[config.mk]
export PLATFORM = sky130hd
export DESIGN_NAME = fetch_unit
export DESIGN_NICKNAME = d
export VERILOG_FILES = /design/src/rtl/fetch_unit.sv
export SDC_FILE = /design/constraint.sdc
export NUM_CORES = 1
export LEC_CHECK = 0
export ABC_AREA = 1
export BUFFER_PORTS_ARGS = -buffer_cell sky130_fd_sc_hd__buf_4
export CAP_MARGIN = 10
export CORE_UTILIZATION = 30
export DETAILED_ROUTE_END_ITERATION = 8
export GPL_TIMING_DRIVEN = 1
export SLEW_MARGIN = 20
export SYNTH_ARGS = -nofsm -noshare
export SYNTH_HDL_FRONTEND = slang
export SYNTH_SLANG_ARGS = --single-unit
[constraint.sdc]
create_clock -name clk -period 1.4 [get_ports clk]
set_input_delay 0 -clock clk [delete_from_list [all_inputs] [get_ports clk]]
set_output_delay 0 -clock clk [all_outputs]
set_load 0.005 [all_outputs]
[src/rtl/fetch_unit.sv]
// Program counter and IF/ID pipeline register feeding decode over a valid/ready handshake.
// Fetch stops on the halt word or on a misaligned redirect. Only reset restarts it.
module fetch_unit #(
  parameter logic [7:0]  RESET_PC  = 8'h00,
  parameter logic [31:0] HALT_WORD = 32'h0000_0000
) (
  input  logic        clk,
  input  logic        rst_n,
  output logic [7:0]  imem_addr,
  input  logic [31:0] imem_insn,
  input  logic        redirect_valid,
  input  logic [7:0]  redirect_target,
  input  logic        id_ready,
  output logic        id_valid,
  output logic [31:0] id_insn,
  output logic [7:0]  id_pc,
  output logic [6:0]  id_opcode,
  output logic        halted,
  output logic        misalign_err,
  output logic [15:0] fetch_count
);

  // state | meaning
  // BOOT  | first cycle after reset, PC = RESET_PC, nothing issued
  // RUN   | fetching and issuing one instruction per accepted cycle
  // HALT  | fetch stopped, PC frozen, only reset leaves
  typedef enum logic [1:0] {BOOT, RUN, HALT} state_t;

  state_t     state, state_nxt;
  logic [7:0] pc, pc_nxt;
  logic       valid_nxt;
  logic       load_id;
  logic       mis_set;

  always_ff @(posedge clk or negedge rst_n) begin
    if (!rst_n) state <= BOOT;
    else        state <= state_nxt;
  end

  always_comb begin
    state_nxt = state;
    pc_nxt    = pc;
    valid_nxt = id_valid;
    load_id   = 1'b0;
    mis_set   = 1'b0;
    case (state)
      BOOT: begin
        state_nxt = RUN;
        valid_nxt = 1'b0;
      end
      RUN: begin
        if (redirect_valid && (redirect_target[1:0] != 2'b00)) begin
          mis_set   = 1'b1;
          valid_nxt = 1'b0;
          state_nxt = HALT;
        end else if (redirect_valid) begin
          // squash any un-accepted instruction, even during a stall
          pc_nxt    = redirect_target;
          valid_nxt = 1'b0;
        end else if (id_valid && !id_ready) begin
          valid_nxt = 1'b1;
        end else if (imem_insn == HALT_WORD) begin
          valid_nxt = 1'b0;
          state_nxt = HALT;
        end else begin
          load_id   = 1'b1;
          valid_nxt = 1'b1;
          pc_nxt    = pc + 8'd4;
        end
      end
      HALT: begin
        valid_nxt = 1'b0;
      end
      default: begin
        state_nxt = HALT;
        valid_nxt = 1'b0;
      end
    endcase
  end

  always_ff @(posedge clk or negedge rst_n) begin
    if (!rst_n) begin
      pc           <= RESET_PC;
      id_valid     <= 1'b0;
      id_insn      <= 32'h0;
      id_pc        <= 8'h00;
      id_opcode    <= 7'h00;
      misalign_err <= 1'b0;
      fetch_count  <= 16'h0000;
    end else begin
      pc       <= pc_nxt;
      id_valid <= valid_nxt;
      if (mis_set) misalign_err <= 1'b1;
      if (load_id) begin
        id_insn   <= imem_insn;
        id_opcode <= imem_insn[6:0];
        id_pc     <= pc;
        if (fetch_count != 16'hFFFF) fetch_count <= fetch_count + 16'd1;
      end
    end
  end

  assign imem_addr = pc;
  assign halted    = (state == HALT);

endmodule

==> flow_metrics.tcl, run 1 <==
set metrics [dict create \
    worstSetupEndpointType "flop" \
    r2r-start "fetch_count[0]" \
    yosysMostFrequentCell "nand2_1" \
    crit_chain "ha_4 > nand3_4 > nor2_4 > nand4_4 > buf_6 > nand3_2 > nand2_1" \
    syn_area_um2 3300 \
    fin_skew_ps 12.8 \
    timing.hold.ws_ps 65.1 \
    pre_cts_ws_ps -31.0 \
    yosysSeqAreaShare_pct 51.6 \
    wirelength_mm 10.8 \
    clk_latency_ps 350 \
    coreArea_um2 10500 \
    ys_ff_latch 68 \
    slowest_stage "dfrtp_2" \
    via_count 3533 \
    cp_max_fo 7 \
    finalMaxSlewViolations 0 \
    worst_slew_pin_slew_ps 390 \
    grt_pass1_vias 3334 \
    tns_ps -271 \
    yosysTopAreaCell "dfrtp_1" \
    timing.final.ws_setup_ps -36.2 \
    worst_slew_margin_rel_pct 73.9 \
    grt_first_pass_wirelength_mm 15.9 \
    row_count 37 \
    grt_usage_pct 18.0 \
    rr_endpoint "fetch_count[13]" \
    drt_iter0_markers 216 \
    status "finished, violations left" \
    synth_cell_types 26 \
    fin_area_um2 5710 \
    arrival_ps 1680 \
    synth_edf_count 0 \
    htreeDepth 3 \
    gp_congestion 0.855 \
    holdPathEnd "imem_addr[0]" \
    synthArstFlopShare_pct 100 \
    period_needed_ps 1440 \
    wire_per_inst_um 14.2 \
    synth_area_leaders "dfrtp_1 (52%), nand2_1 (23%), nand3_1 (4.7%), nor2_1 (4.6%), buf_4 (2.3%)" \
    synth-simple-area-share_pct 35.5 \
    cap_violations 0 \
    synth_adder_area_share_pct 0.759 \
    p_per_area_nw_per_um2 763 \
    ant_nets 0 \
    fp.dieH_um 107 \
    initial_utilization_pct 31.4 \
    via_per_inst 4.65 \
    netlist.area_leader.share_pct 51.6 \
    hp-class "input port to flop" \
    start_kind "flop" \
    synth_xor_area_share_pct 3.99 \
    clk_pin_slew_worst_paths_ps 80 \
    die_area_um2 11400 \
    required_ps 1650 \
    clockBufferDepth 2 \
    numCtsBuffers 9 \
    yosys_warnings 0 \
    layout-drive-gt1-share_pct 42.7 \
    hold_viol 0 \
    dr.pass1.iters 5 \
    drc 0 \
    slowest_delay_ps 410 \
    io_buffer_count 117 \
    synth_compound_area_share_pct 2.47 \
    die_w_um 107 \
    holdPathStages 5 \
    synth_fp_nets 464 \
    power.leakage_nw 2.95 \
    grt_max_degree 33 \
    ir_drop_mv 0.379 \
    nets 664 \
    synth.area.mux_share_pct 0 \
    diodes 0 \
    synth_top_family_by_area "simple AND/OR/NAND/NOR gates" \
    cts-root-buf "clkbuf_8" \
    setup_viol 20 \
    pin_count 118 \
    rsz0062_at_grt "yes" \
    worst_r2r_path_depth 7 \
    overflow 0 \
    antenna_found_initial 0 \
    max_freq_ghz 0.696 \
    finish.utilization_pct 54.3 \
    synth_common_cells "nand2_1 (204), dfrtp_1 (68), nor2_1 (40), nand3_1 (31), inv_1 (14)" \
    cts_tree "yes" \
    hold_start "redirect_target[1]" \
    synthCells 418 \
    post_dp_cell_area_um2 4650 \
    violations "negative setup slack" \
    r2r_slack_ps -40 \
    path_class "flop to flop" \
    place_hpwl_mm 6.98 \
    synth-main-ff-cell "dfrtp_1" \
    syn_avg_cell_area_um2 7.88 \
    area_growth_pct 73.2 \
    cts_sinks 68 \
    period_share_pct 103 \
]
-- state kept, by name, indices dropped and copies added, names as in the netlist --
| register | flops |
|---|---|
| id_pc | 8 |
| fetch_count | 16 |
| id_insn | 32 |
| id_valid | 1 |
| misalign_err | 1 |
| imem_addr | 8 |
| state | 2 |
-- worst max-delay path, delay by kind of cell (launching register included) --
kind	cells	cell delay, ps
adder cells (fa/ha/maj)	1	160
AND/OR/NAND/NOR	5	550
flip-flops	1	410
buffers and inverters	1	210
-- final cells by class --
cell class                      count  area [µm²]
Clock buffer                       10         138
Clock inverter                      6        87.6
Fill cell                         977        4800
Inverter                           15        56.3
Multi-Input combinational cell    316        1720
Sequential cell                    68        1710
Tap cell                          136         170
Timing Repair Buffer              208        1830
-- power breakdown --
| part | total, mW | internal [mW] | switching [mW] |
|---|---|---|---|
| Sequential | 2.06 | 2.01 | 0.0463 |
| Clock | 1.85 | 1.05 | 0.801 |
| Combinational | 0.449 | 0.272 | 0.177 |
-- kinds of logic (layout without fill, tap and decap cells) --
family                   count (synthesis)  in the layout
AND/OR/NAND/NOR                        285            285
XOR/XNOR                                15             15
AO/OA/AOI/OAI                           13             14
buffers and inverters                   35            239
adder cells (fa/ha/maj)                  2              2
flip-flops                              68             68
-- metrics by stage --
| step | instances | power [mW] |
|---|---|---|
| after floorplan | 418 | 2.16 |
| after global placement | 690 | 2.42 |
| after detailed placement | 690 | 2.42 |
| after CTS | 749 | 4.38 |
| after global routing | 759 | 4.54 |
| final | 759 | 4.36 |
-- how the worst max path moves through the flow --
stage                               from         endpoint  slack (ps)  cells past startpoint
final                     fetch_count[0]  fetch_count[13]         -40                      7
after global routing            state[1]      id_insn[11]         -90                      9
after CTS                 fetch_count[1]   fetch_count[7]         -30                      7
after detailed placement  fetch_count[1]  fetch_count[14]         -30                      7
after global placement          state[1]  fetch_count[13]           3                      9
after floorplan           fetch_count[1]   fetch_count[6]         -20                      7
-- cells in the final DEF, fill, tap and decap left out, types with 3 or more instances in the layout --
| cell type | n |
|---|---|
| o21ai_0 | 6 |
| dfrtp_2 | 4 |
| nor2_2 | 5 |
| nand3_2 | 17 |
| inv_1 | 14 |
| nor2_4 | 4 |
| buf_6 | 9 |
| buf_4 | 147 |
| dlygate4sd3_1 | 42 |
| dfrtp_1 | 64 |
| xnor2_1 | 8 |
| nand3_1 | 14 |
| buf_12 | 6 |
| nand2_4 | 9 |
| nor2_1 | 35 |
| nand2_1 | 161 |
| clkbuf_16 | 3 |
| xor2_1 | 7 |
| nand2_2 | 35 |
| clkbuf_8 | 10 |
-- repair_timing --
action / 4_1_cts / 5_1_grt
buffers inserted: 1 / 3
pin swaps: 15 / 20
hold buffers: 42 / 0
hold endpoints to repair: 107 / 0
endpoints found under the setup margin: 18 / 62
gates cloned: 0 / 7
gates resized for setup: 11 / 73
-- layer usage --
metal | part of all wire (%) | GRT usage, % | wire (µm) | vias up
li1 | - | - | - | 1691
met5 | 0 | 0 | 0 | -
met3 | 5.4 | 4.92 | 582 | 26
met2 | 48 | 29.9 | 5180 | 127
met4 | 3.3 | 7.05 | 352 | 0
met1 | 43 | 22.3 | 4690 | 1689
Power figures use the tool's default switching activity.
==> run 2: changes to the inputs <==
--- a/config.mk
+++ b/config.mk
@@ -9,6 +9,7 @@
 export BUFFER_PORTS_ARGS = -buffer_cell sky130_fd_sc_hd__buf_4
 export CAP_MARGIN = 10
 export CORE_UTILIZATION = 30
+export CTS_BUF_LIST = sky130_fd_sc_hd__clkbuf_16
 export DETAILED_ROUTE_END_ITERATION = 8
 export GPL_TIMING_DRIVEN = 1
 export SLEW_MARGIN = 20
==> flow_metrics.tcl, run 2 (same netlist as run 1, synthesis figures left out) <==
set metrics [dict create \
    max_freq_ghz 0.715 \
    area_growth_pct 68.7 \
    layout-drive-gt1-share_pct 36.0 \
    ir_drop_mv 0.592 \
    p_per_area_nw_per_um2 880 \
    p_sw_share_pct 21.8 \
    fp.dieH_um 107 \
    pin_count 118 \
    ant_nets 0 \
    cts-root-buf "clkbuf_16" \
    start_kind "flop" \
    place_hpwl_mm 6.98 \
    drt_iter0_markers 240 \
    switchingPower_mw 1.07 \
    power.leakage_nw 2.92 \
    hp-class "input port to flop" \
    overflow 0 \
    power.share.sequential_pct 41.9 \
    period_needed_ps 1400 \
    nets 660 \
    grt_usage_pct 17.6 \
    slowest_stage "dfrtp_2" \
    htreeDepth 3 \
    numCtsBuffers 9 \
    grt_first_pass_wirelength_mm 15.7 \
    diodes 0 \
    worstSetupEndpointType "flop" \
    cp_num_buf_inv 1 \
    cp_max_fo 7 \
    clockBufferDepth 2 \
    row_count 37 \
    cts_tree "yes" \
    tns_ps 0 \
    wire_per_inst_um 13.3 \
    power_frac_comb_pct 8.8 \
    cap_violations 0 \
    slowest_delay_ps 380 \
    finalMaxSlewViolations 0 \
    arrival_ps 1620 \
    final_common_cell "nand2_1" \
    cts_sinks 68 \
    antenna_found_initial 0 \
    via_per_inst 4.54 \
    die_area_um2 11400 \
    p_int_mw 3.83 \
    p_clk_share_pct 49.3 \
    rsz0062_at_grt "yes" \
    worst_slew_pin_slew_ps 387 \
    largest_reg_flops 32 \
    status "finished, final reports clean" \
    worst_slew_margin_rel_pct 74.2 \
    hold_viol 0 \
    reg_top3 "id_insn (32), fetch_count (16)" \
    grt_pass1_vias 3315 \
    gp_congestion 0.855 \
    period_share_pct 99.9 \
    wirelength_mm 10.0 \
    timing.hold.ws_ps 19.3 \
    required_ps 1620 \
    clk_latency_ps 330 \
    crit_chain "ha_4 > nand3_4 > nor2_4 > nand4_4 > buf_6 > nand3_1 > nand2_1" \
    fin_skew_ps 6.41 \
    initial_utilization_pct 31.4 \
    grt_max_degree 33 \
    critPathTopFamily "simple AND/OR/NAND/NOR gates" \
    io_buffer_count 117 \
    setup_viol 0 \
    path_class "flop to flop" \
    dr.pass1.iters 4 \
    die_w_um 107 \
    drc 0 \
    top_register "id_insn" \
    clk_pin_slew_worst_paths_ps 60 \
    final_cell_mix "nand2_1 (199), buf_4 (151), dfrtp_1 (64), dlygate4sd3_1 (41), nor2_1 (34)" \
    r2r_slack_ps 1 \
    via_count 3431 \
    coreArea_um2 10500 \
]
## run 2: worst paths after layout
kind	from	to	cells past startpoint
setup reg to reg	fetch_count[0]	fetch_count[13]	7
setup / recovery	fetch_count[0]	fetch_count[13]	7
hold / removal	redirect_valid	misalign_err	3
max in group asynchronous	rst_n	fetch_count[0]	3
min in group asynchronous	rst_n	id_insn[28]	2
hold reg to reg	id_insn[31]	id_insn[31]	2
## run 2: through the flow
stage | utilization, % | std cells | instance area, µm² | total power, mW | setup slack, ps
after floorplan | - | 418 | 3370 | 2.16 | -23.1
after global placement | 44.3 | 690 | 4650 | 2.42 | 2.66
after detailed placement | 44.3 | 690 | 4650 | 2.42 | -31.0
after CTS | 51.7 | 751 | 5430 | 4.96 | -6.33
after global routing | 52.9 | 755 | 5560 | 5.08 | -67.1
final | 52.9 | 755 | 5560 | 4.89 | 1.11
## run 2: power groups by stage
stage	registers (mW)	logic, mW	clock network [mW]
6_report	2.05	0.431	2.41
5_1_grt	2.05	0.475	2.55
4_1_cts	2.05	0.429	2.48
3_5_place_dp	2.08	0.341	0
3_3_place_gp	2.08	0.337	0
2_1_floorplan	2.08	0.0802	0
## run 2: worst register-to-register path, stage by stage (launching register included)
cell and delay (ps):
dfrtp_2 380, ha_4 150, nand3_4 90, nor2_4 140, nand4_4 200, buf_6 210
nand3_1 80, nand2_1 50
## run 2: layout make-up
type                       count  area (µm²)
fill                         990        4950
timing repair buffer         205        1740
tap                          136         170
multi-input combinational    315        1570
clock buffer                   9         225
clock inverter                 7        91.3
inverter                      15        56.3
sequential                    68        1710
## run 2: metal layers
metal	vias up	track usage [%]	wire (µm)
li1	1683	-	-
met1	1615	22.3	4490
met2	114	29.0	4780
met3	19	3.22	502
met4	0	8.22	235
met5	-	0	0
## run 2: what timing repair did
| action | in CTS | in global routing |
|---|---|---|
| endpoints found under the setup margin | 19 | 62 |
| setup buffers | 5 | 2 |
| hold buffers | 40 | 1 |
| gates cloned | 0 | 1 |
| resized for setup | 6 | 29 |
| endpoints found under the hold margin | 107 | 1 |
| pin swaps | 5 | 13 |
==> run 3: changes to the inputs <==
--- a/config.mk
+++ b/config.mk
@@ -8,6 +8,7 @@
 export ABC_AREA = 1
 export BUFFER_PORTS_ARGS = -buffer_cell sky130_fd_sc_hd__buf_4
 export CAP_MARGIN = 10
+export CORE_MARGIN = 8
 export CORE_UTILIZATION = 30
 export CTS_BUF_LIST = sky130_fd_sc_hd__clkbuf_16
 export DETAILED_ROUTE_END_ITERATION = 8
==> constraint.sdc (replaced) <==
create_clock -name clk -period 1.4 [get_ports clk]
set_input_delay 0.21 -clock clk [delete_from_list [all_inputs] [get_ports clk]]
set_output_delay 0.21 -clock clk [all_outputs]
set_load 0.005 [all_outputs]
==> flow_metrics.tcl, run 3 (same netlist as run 1, synthesis figures left out) <==
set metrics [dict create \
    io_buffer_count 117 \
    wire_per_inst_um 14.3 \
    clk_pin_slew_worst_paths_ps 60 \
    die_area_um2 14600 \
    row_count 38 \
    clockBufferDepth 2 \
    place_hpwl_mm 7.62 \
    ir_drop_mv 0.448 \
    rsz0062_at_grt "yes" \
    wl_met3_um 814 \
    start_kind "flop" \
    fin_skew_ps 7.67 \
    ant_nets 0 \
    dr.pass1.iters 4 \
    power.leakage_nw 2.89 \
    fp.dieH_um 121 \
    pin_count 118 \
    path_class "flop to flop" \
    holdPathStages 3 \
    via_per_inst 4.46 \
    max_freq_ghz 0.712 \
    clk_latency_ps 330 \
    worst_r2r_path_depth 9 \
    grt_pass1_vias 3216 \
    cap_violations 0 \
    hp-class "input port to flop" \
    met2WireLength_mm 4.86 \
    drt-met1-wl_mm 4.63 \
    via_count 3268 \
    period_needed_ps 1400 \
    worstSetupEndpointType "flop" \
    nets 634 \
    required_ps 1610 \
    worst_slew_pin_slew_ps 342 \
    timing.final.ws_setup_ps -3.91 \
    status "finished, violations left" \
    die_w_um 121 \
    overflow 0 \
    wirelength_mm 10.5 \
    finalMaxSlewViolations 0 \
    cp_max_fo 3 \
    multi_input_area_um2 1710 \
    gp_congestion 0.842 \
    drt_iter0_markers 206 \
    finish.utilization_pct 50.6 \
    area_growth_pct 65.6 \
    period_share_pct 100 \
    grt_max_degree 35 \
    setup_viol 1 \
    hold_viol 0 \
    diodes 0 \
    drc 0 \
    worst_slew_margin_rel_pct 77.2 \
    final_common_cell "nand2_1" \
    htreeDepth 3 \
    cts_tree "yes" \
    layout-drive-gt1-share_pct 45.4 \
    violations "negative setup slack" \
    top_register "id_insn" \
    p_per_area_nw_per_um2 886 \
    tns_ps -3.91 \
    cts-root-buf "clkbuf_16" \
    regArea_um2 1710 \
    coreArea_um2 10800 \
    final_cell_mix "nand2_1 (163), buf_4 (161), dfrtp_1 (65), nor2_1 (34), nand2_2 (29)" \
    initial_utilization_pct 30.5 \
    grt_first_pass_wirelength_mm 16.2 \
    fill_cells 1031 \
    grt_usage_pct 13.8 \
    numCtsBuffers 9 \
    arrival_ps 1620 \
    top_layer_used "met4" \
    reg_top3 "id_insn (32), fetch_count (16)" \
    largest_reg_flops 32 \
    cts_sinks 68 \
    antenna_found_initial 0 \
]
[run 3: area by class of cell]
| type | instances | share of cell area [%] |
|---|---|---|
| clock buffer | 9 | 4.13 |
| clock inverter | 7 | 1.67 |
| multi-input combinational | 316 | 31.3 |
| inverter | 15 | 1.03 |
| tap | 140 | 3.21 |
| timing repair buffer | 178 | 27.4 |
| sequential | 68 | 31.2 |
[run 3: worst max-delay path, cell delays in order (launching register included)]
cell and delay [ps]:
dfrtp_2 400, ha_4 160, nand3_4 90, nor2_4 130
buf_4 150, nand3_1 90, nor2_2 120, nand2_1 60
nand2_1 50, nand2_1 50
[run 3: what timing repair did]
action                                  CTS  global route
cloned                                    0             6
endpoints found under the hold margin    21             0
hold buffers                              1             0
gates resized for setup                   5            78
endpoints found under the setup margin   53            62
pin swaps                                 4            24
buffers inserted                          4             1
[run 3: per-stage QoR]
step,power [mW],hold slack [ps],worst slack [ps],instance area (µm²),instances
after global routing,5.04,83.3,-110,5460,733
after floorplan,2.16,-85.6,-23.1,3370,418
final,4.83,85.1,-3.91,5460,733
after CTS,4.88,75.3,-2.04,5110,726
after global placement,2.44,136,-114,4720,705
after detailed placement,2.45,145,-124,4720,705
[run 3: worst paths after layout]
| check | slack, ps | to | from |
|---|---|---|---|
| min | 90 | id_insn[0] | imem_insn[0] |
| min reg2reg | 450 | state[0] | state[1] |
| min in group asynchronous | 350 | id_insn[21] | rst_n |
| max | -4 | fetch_count[12] | fetch_count[0] |
| max reg2reg | -4 | fetch_count[12] | fetch_count[0] |
| max in group asynchronous | 530 | fetch_count[5] | rst_n |
[run 3: power by group]
group          leakage, nW  internal (mW)  switching (mW)
registers            0.907           2.01          0.0456
clock network        0.157           1.55           0.851
logic                 1.83          0.214           0.159
total                 2.89           3.78            1.06
[run 3: metal layers]
| layer | vias up | GRT usage [%] |
|---|---|---|
| met5 | - | 0 |
| met4 | 0 | 5.15 |
| met3 | 14 | 4.24 |
| met2 | 95 | 21.4 |
| met1 | 1521 | 17.6 |
| li1 | 1638 | - |
